--- src/rtl/prbs_pkg.sv ---
// rtl/prbs_pkg.sv - PRBS31 constants, FSM encodings and feedback helper shared by generator and checker
package prbs_pkg;

  localparam int PRBS31_LEN   = 31;
  localparam int PRBS31_TAP_A = 27;
  localparam int PRBS31_TAP_B = 30;

  typedef enum logic [1:0] {
    ST_SEED   = 2'b00,
    ST_SYNC   = 2'b01,
    ST_LOCKED = 2'b10
  } prbs_state_t;

  function automatic logic prbs31_fb(input logic [PRBS31_LEN-1:0] s);
    return s[PRBS31_TAP_A] ^ s[PRBS31_TAP_B];
  endfunction

endpackage

--- src/rtl/prbs31_lfsr.sv ---
// rtl/prbs31_lfsr.sv - 31-bit PRBS31 register, shifts in an external bit or its own feedback
module prbs31_lfsr
  import prbs_pkg::*;
(
  input  logic                  clk,
  input  logic                  rst_n,
  input  logic                  en,
  input  logic                  load_ext,
  input  logic                  load_bit,
  output logic [PRBS31_LEN-1:0] state,
  output logic                  exp_bit
);

  assign exp_bit = prbs31_fb(state);

  always_ff @(posedge clk) begin
    if (!rst_n) begin
      state <= '0;
    end else if (en) begin
      state <= {state[PRBS31_LEN-2:0], (load_ext ? load_bit : exp_bit)};
    end
  end

endmodule

--- config.mk ---
export PLATFORM = sky130hd
export DESIGN_NAME = prbs31_lfsr
export DESIGN_NICKNAME = d
export VERILOG_FILES = /design/src/rtl/prbs_pkg.sv /design/src/rtl/prbs31_lfsr.sv
export SDC_FILE = /design/constraint.sdc
export NUM_CORES = 1
export LEC_CHECK = 0
export CORE_ASPECT_RATIO = 1.5
export CORE_MARGIN = 1.5
export CORE_UTILIZATION = 30
export CTS_CLUSTER_SIZE = 20
export DETAILED_ROUTE_END_ITERATION = 10
export PLACE_DENSITY = 0.65
export SLEW_MARGIN = 30
export SYNTH_ARGS = -nofsm -noshare
export SYNTH_HDL_FRONTEND = slang
export SYNTH_SLANG_ARGS = --single-unit
--- constraint.sdc ---
create_clock -name clk -period 1.05 [get_ports clk]
set_input_delay 0.21 -clock clk [delete_from_list [all_inputs] [get_ports clk]]
set_output_delay 0.21 -clock clk [all_outputs]
set_load 0.02 [all_outputs]
==> metrics.txt, run 1 <==
Setup crit end exp_bit; Commonest cells post-synth dfxtp_1 (31), nor2b_1 (31), mux2i_1 (30), buf_6 (4), clkbuf_1 (3); total power per unit cell area 1279 nW/µm²; Flop pwr share 50.9%; Total Nets Final 177; Root Driver clkbuf_8; Initial Util 31.05%; clock-pin slew of the registers on the worst-case setup and hold paths 60 ps; clock buffer depth 2; Post CTS Setup Buffer Count 0; share of layout cells above drive strength 1 44.51%; Num CTS Buffers 5; cell area after synthesis 1207 µm²; DP HPWL 1859 µm; Syn Inst Count 103; RSZ-0062 raised after global routing true; Max Freq 871.9 MHz; FF+latch count, synth 31; register-to-register setup slack 80 ps; Final Hold Violating Endpoints 0; H-Tree Depth 2; Int Pwr 0.001851 W; full die area 4422 µm²; Synth Warn # 0; worst hold-check path type in2reg; clock share of power 43.4%; most area-hungry cell type in the Yosys netlist dfxtp_1; peak supply drop 729.3 µV; total power 0.002318 W; Rel. slew slack 87.84%; Top Registers state: 31 flops; antenna viol nets, final 0; largest net degree at the start of global routing 17; number of diodes 0; area fraction of the dominant cell type after synthesis 51.40%; worst r2r src state[0]; max reg flops 31; vias 957; routed len/inst 11.53 µm; # port buffers 36; Post-synth top flop dfxtp_1; gpl congestion 0.6331; Routed WL 2514 µm; number of vias per cell 4.390; Reg-to-Reg End state[0]; std cell rows 28; Tmin final 1147 ps; Reg2Reg Depth 3; DRT Pass-1 Iters 3; net switching power 0.0004665 W; min-delay src en; gr ovfl total 0; Pins Over Slew Limit 0; Area growth syn-to-layout 50.05%; All-Layer GR Usage 13.08%; WP data arrival 940 ps; clock tree sinks 31; Syn Nets 108; crit-path max FO 2; Tcrit/Tclk final 109.2%; TritonCTS clock tree done; Static Leak 0.9079 nW; DR iter-0 viols 15; skew final 3.982 ps; crit start category register; Largest Register state; Sw Ratio 20.13%; Setup CP Type reg2out; chip width 54.80 µm; vias in the first global route 1013; post-route setup slack -96.86 ps; Final setup viols 3; main area contributors after synthesis dfxtp_1 (51%), mux2i_1 (25%), nor2b_1 (16%), buf_6 (3.7%), clkbuf_1 (0.93%); outcome finished with violations; EDFF count, synth 0; failing checks setup timing; Worst setup startpoint state[30]; max cap viols 0; total I/O pin count 37; Crit path required time 840 ps; Core Footprint 3889 µm²; Logic pwr share 5.7%; Final Hold Slack 369.1 ps; ys async rst share 0%; first-pass GRT wire length 4195 µm; Slew @ Worst Pin 177.4 ps; clk_lat worst skew 270 ps; initial antenna violation count 0; Critical Path Sink Type output port; Seq/Total Area, Yosys 51.40%; Synth Area per Inst 11.72 µm²; DRC 0; Die Span Y 80.70 µm; post-synthesis cell type count 9
cell usage in the layout (no fill, tap or decap):
master            n
a221o_1           1
and3b_1           1
and4_1            1
buf_12            2
buf_2            29
buf_4            31
buf_6             4
clkbuf_1          1
clkbuf_8          7
clkdlybuf4s50_1   3
dfxtp_1          28
dfxtp_2           3
mux2i_1          30
nor2b_1          31
xor2_2            1
critical path, stage by stage (launching register included):
cell,delay [ps]
dfxtp_2,360
xor2_2,170
buf_6,140
metrics by stage:
stage	worst slack, ps	std cells	utilization (%)	instance area, µm²	setup TNS [ps]
detailed placement	-261.1	210	47.46	1846	-6443
global route	-156.6	218	46.59	1812	-261.1
global placement	-269.9	210	47.46	1846	-5404
CTS	-112.3	218	46.30	1800	-189.8
floorplan	24.75	103	-	1217	0
finish	-96.86	218	46.59	1812	-127.4
layer usage:
layer,part of all wire (%),GRT usage (%),vias up,wire length (µm)
met2,53,21.90,28,1320
met1,39,14.48,444,987
met3,6.3,3.903,5,158
li1,-,-,480,-
met5,0,0,-,0
met4,1.9,6.000,0,47
cell families after synthesis:
group	Yosys count	share of synthesized area, %
buffers and inverters	7	4.663
muxes	30	24.87
xor gates and xnor gates	1	0.7255
AOI/OAI and AO/OA	1	0.8290
and+or+nand+nor	33	17.51
DFF	31	51.40
final cells by class:
type	instances	area [µm²]
Fill cell	368	2077
Sequential cell	31	624.3
Multi-Input combinational cell	65	538.0
Timing Repair Buffer	69	493.0
Clock buffer	8	100.1
Tap cell	45	56.30
timing repair:
item,CTS,global route
gates resized for setup,133,4
hold buffers,0,0
pin swaps,1,2
setup endpoints to repair,32,5
power by group through the flow:
stage	Combinational (W)	Clock [W]	Sequential, W
after global placement	0.000133	0	0.00121
after floorplan	0.0000907	0	0.00121
after CTS	0.000133	0.00104	0.00118
final	0.000131	0.00101	0.00118
after global routing	0.000140	0.00109	0.00118
after detailed placement	0.000136	0	0.00121
worst min path at each step:
stage | cells past startpoint | to | slack, ps
floorplan | 1 | state[0] | 350
global placement | 2 | state[19] | 530
detailed placement | 2 | state[19] | 540
CTS | 3 | state[26] | 360
global route | 3 | state[26] | 410
finish | 3 | state[26] | 370
No activity file was read; power rests on OpenSTA's default activity.
==> inputs of run 2 (changes only) <==
--- a/config.mk
+++ b/config.mk
@@ -10,7 +10,7 @@
 export CORE_UTILIZATION = 30
 export CTS_CLUSTER_SIZE = 20
 export DETAILED_ROUTE_END_ITERATION = 10
-export PLACE_DENSITY = 0.65
+export PLACE_DENSITY_LB_ADDON = 0.12
 export SLEW_MARGIN = 30
 export SYNTH_ARGS = -nofsm -noshare
 export SYNTH_HDL_FRONTEND = slang
==> run 2 against run 1 <==
Effect of this change:
- the flow still finishes with violations (setup timing)
- clock skew down 1.7 ps
- count of clock-buffer cells in the layout fell by 2
- setup slack worse by 19 ps
- non-clock buffer count increased by 3
- utilization decreased by 0.13 points
- die area unchanged
- fmax is 1.7% lower
- sequential cell count is the same
- first-iteration DRC count is 13% lower
- worst hold slack lost 3.4 ps
==> metrics.txt, run 2 (synthesized netlist as in run 1, its figures left out) <==
hold-critical path endpoint state[0] (was state[26]); Crit path required time 840 ps (about the same); total power per unit cell area 1237 nW/µm² (was 1279 nW/µm²); Total Nets Final 180 (was 177); most frequent cells in the layout buf_4 (37), nor2b_1 (31), mux2i_1 (30) (was nor2b_1 (31), buf_4 (31), mux2i_1 (30)); chip width 54.80 µm (unchanged); Critical Path Sink Type output port (unchanged); All-Layer GR Usage 12.43% (was 13.08%); number of vias per cell 4.318 (was 4.390); initial antenna violation count 0 (unchanged); first-pass GRT wire length 3815 µm (was 4195 µm); Pins Over Slew Limit 0 (unchanged); # port buffers 36 (unchanged); Routed WL 2468 µm (was 2514 µm); Slew @ Worst Pin 138.8 ps (was 177.4 ps); largest net degree at the start of global routing 22 (was 17); Area growth syn-to-layout 49.64% (was 50.05%); fillers 417 (was 368); Tmin final 1166 ps (was 1147 ps); fin util 46.46% (was 46.59%); Root Driver clkbuf_8 (unchanged); crit start category register (unchanged); RSZ-0062 raised after global routing true (unchanged); Static Leak 0.9125 nW (was 0.9079 nW); WP data arrival 960 ps (was 940 ps); max cap viols 0 (unchanged); peak supply drop 812.8 µV (was 729.3 µV); gr ovfl total 0 (unchanged); final instance area 1807 µm² (was 1812 µm²); Num CTS Buffers 5 (unchanged); share of layout cells above drive strength 1 45.14% (was 44.51%); clk_lat worst skew 280 ps (was 270 ps); full die area 4422 µm² (unchanged); Post-DP Area 1856 µm² (was 1846 µm²); Final Hold Violating Endpoints 0 (unchanged); DRC 0 (unchanged); DP HPWL 1785 µm (was 1859 µm); DRT Pass-1 Iters 2 (was 3); antenna viol nets, final 0 (unchanged); Reg-to-Reg End state[0] (unchanged); total I/O pin count 37 (unchanged); clock buffer depth 2 (unchanged); Initial Util 31.05% (unchanged); routed len/inst 11.22 µm (was 11.53 µm); Die Span Y 80.70 µm (unchanged); std cell rows 28 (unchanged); outcome finished with violations (unchanged); DR iter-0 viols 13 (was 15); clock-pin slew of the registers on the worst-case setup and hold paths 60 ps (about the same); TritonCTS clock tree done (unchanged); max reg flops 31 (unchanged); Core Footprint 3889 µm² (unchanged); Post CTS Setup Buffer Count 0 (unchanged); vias 950 (was 957); post-route setup slack -116.1 ps (was -96.86 ps); failing checks setup timing (unchanged); CP peak stage delay 350 ps (was 360 ps); Rel. slew slack 90.48% (was 87.84%); gpl congestion 0.6577 (was 0.6331); clock tree sinks 31 (unchanged); hold_buf cts 0 (unchanged); Setup CP Type reg2out (unchanged); number of diodes 0 (unchanged); vias in the first global route 895 (was 1013); min-delay src en (unchanged); Max Freq 857.5 MHz (was 871.9 MHz); Tcrit/Tclk final 111.1% (was 109.2%); Final TNS setup -174.4 ps (was -127.4 ps); Top Registers state: 31 flops (unchanged); Final setup viols 3 (unchanged); commonest non-fill, non-tap cell in the layout buf_4; Final Hold Slack 365.7 ps (was 369.1 ps); hold path cells 3 (unchanged); register-to-register setup slack 10 ps (was 80 ps); Reg2Reg Depth 3 (unchanged); worst r2r src state[27] (was state[0]); dpl ws -316.6 ps (was -261.1 ps); skew final 2.236 ps (was 3.982 ps); CP max stage cell dfxtp_2 (unchanged); Largest Register state (unchanged); worst hold-check path type in2reg (unchanged); critical path, cell by cell xor2_2 > buf_6 (unchanged); crit-path max FO 2 (unchanged); H-Tree Depth 2 (unchanged)
[run 2: cell types whose count changed in the layout (fill, tap and decap cells not counted), sizes merged]
cell | before | now
buf | 66 | 69
clkbuf | 8 | 6
clkinv | 0 | 1
[run 2: routing by layer]
| layer | track usage (%) | share of wire (%) |
|---|---|---|
| met1 | 13.03 | 40 |
| met2 | 19.76 | 50 |
| met3 | 5.762 | 7.0 |
| met4 | 6.750 | 2.2 |
| met5 | 0 | 0 |
[run 2: how the worst max path moves through the flow]
stage,startpoint,end,slack (ps),cells past startpoint
after floorplan,state[30],state[0],20,2
after global placement,state[27],exp_bit,-250,2
after detailed placement,state[27],exp_bit,-320,2
after CTS,state[30],exp_bit,-140,2
after global routing,state[27],exp_bit,-170,2
final,state[30],exp_bit,-120,2
[run 2: final cells by class]
type	instances	area, µm²	area share [%]
Clock buffer	6	82.58	4.571
Clock inverter	1	5.005	0.2770
Multi-Input combinational cell	65	538.0	29.78
Sequential cell	31	623.1	34.49
Tap cell	45	56.30	3.116
Timing Repair Buffer	72	501.7	27.77
[run 2: per-stage QoR]
| step | total power, W | cells |
|---|---|---|
| after global routing | 0.002335 | 220 |
| after global placement | 0.001342 | 213 |
| after floorplan | 0.001301 | 103 |
| after detailed placement | 0.001342 | 213 |
| after CTS | 0.002283 | 220 |
| final | 0.002235 | 220 |
[run 2: report_power, final]
group	total [W]	switching (W)	leakage (nW)	internal, W
Combinational	0.000131	0.0000562	0.615	0.0000749
Clock	0.000923	0.000410	0.0470	0.000513
Sequential	0.00118	0.00000144	0.251	0.00118
Total	0.00223	0.000468	0.913	0.00177
[run 2: repair_timing]
item                                    in CTS  in global routing
pin swaps                                    2                  0
endpoints found under the setup margin      33                  6
resized for setup                          134                  2
[run 2: worst max-delay path: cells and delay by family, from the launching register on]
| family | cells | cell delay [ps] |
|---|---|---|
| flip-flops | 1 | 350 |
| XOR/XNOR | 1 | 190 |
| buffers and inverters | 1 | 150 |
==> inputs of run 3 (changes only) <==
--- a/config.mk
+++ b/config.mk
@@ -8,6 +8,7 @@
 export CORE_ASPECT_RATIO = 1.5
 export CORE_MARGIN = 1.5
 export CORE_UTILIZATION = 30
+export CTS_CLUSTER_DIAMETER = 100
 export CTS_CLUSTER_SIZE = 20
 export DETAILED_ROUTE_END_ITERATION = 10
 export PLACE_DENSITY_LB_ADDON = 0.12
==> results of run 3 <==
Same layout as run 2: the final DEF is identical, and so are final timing and power.
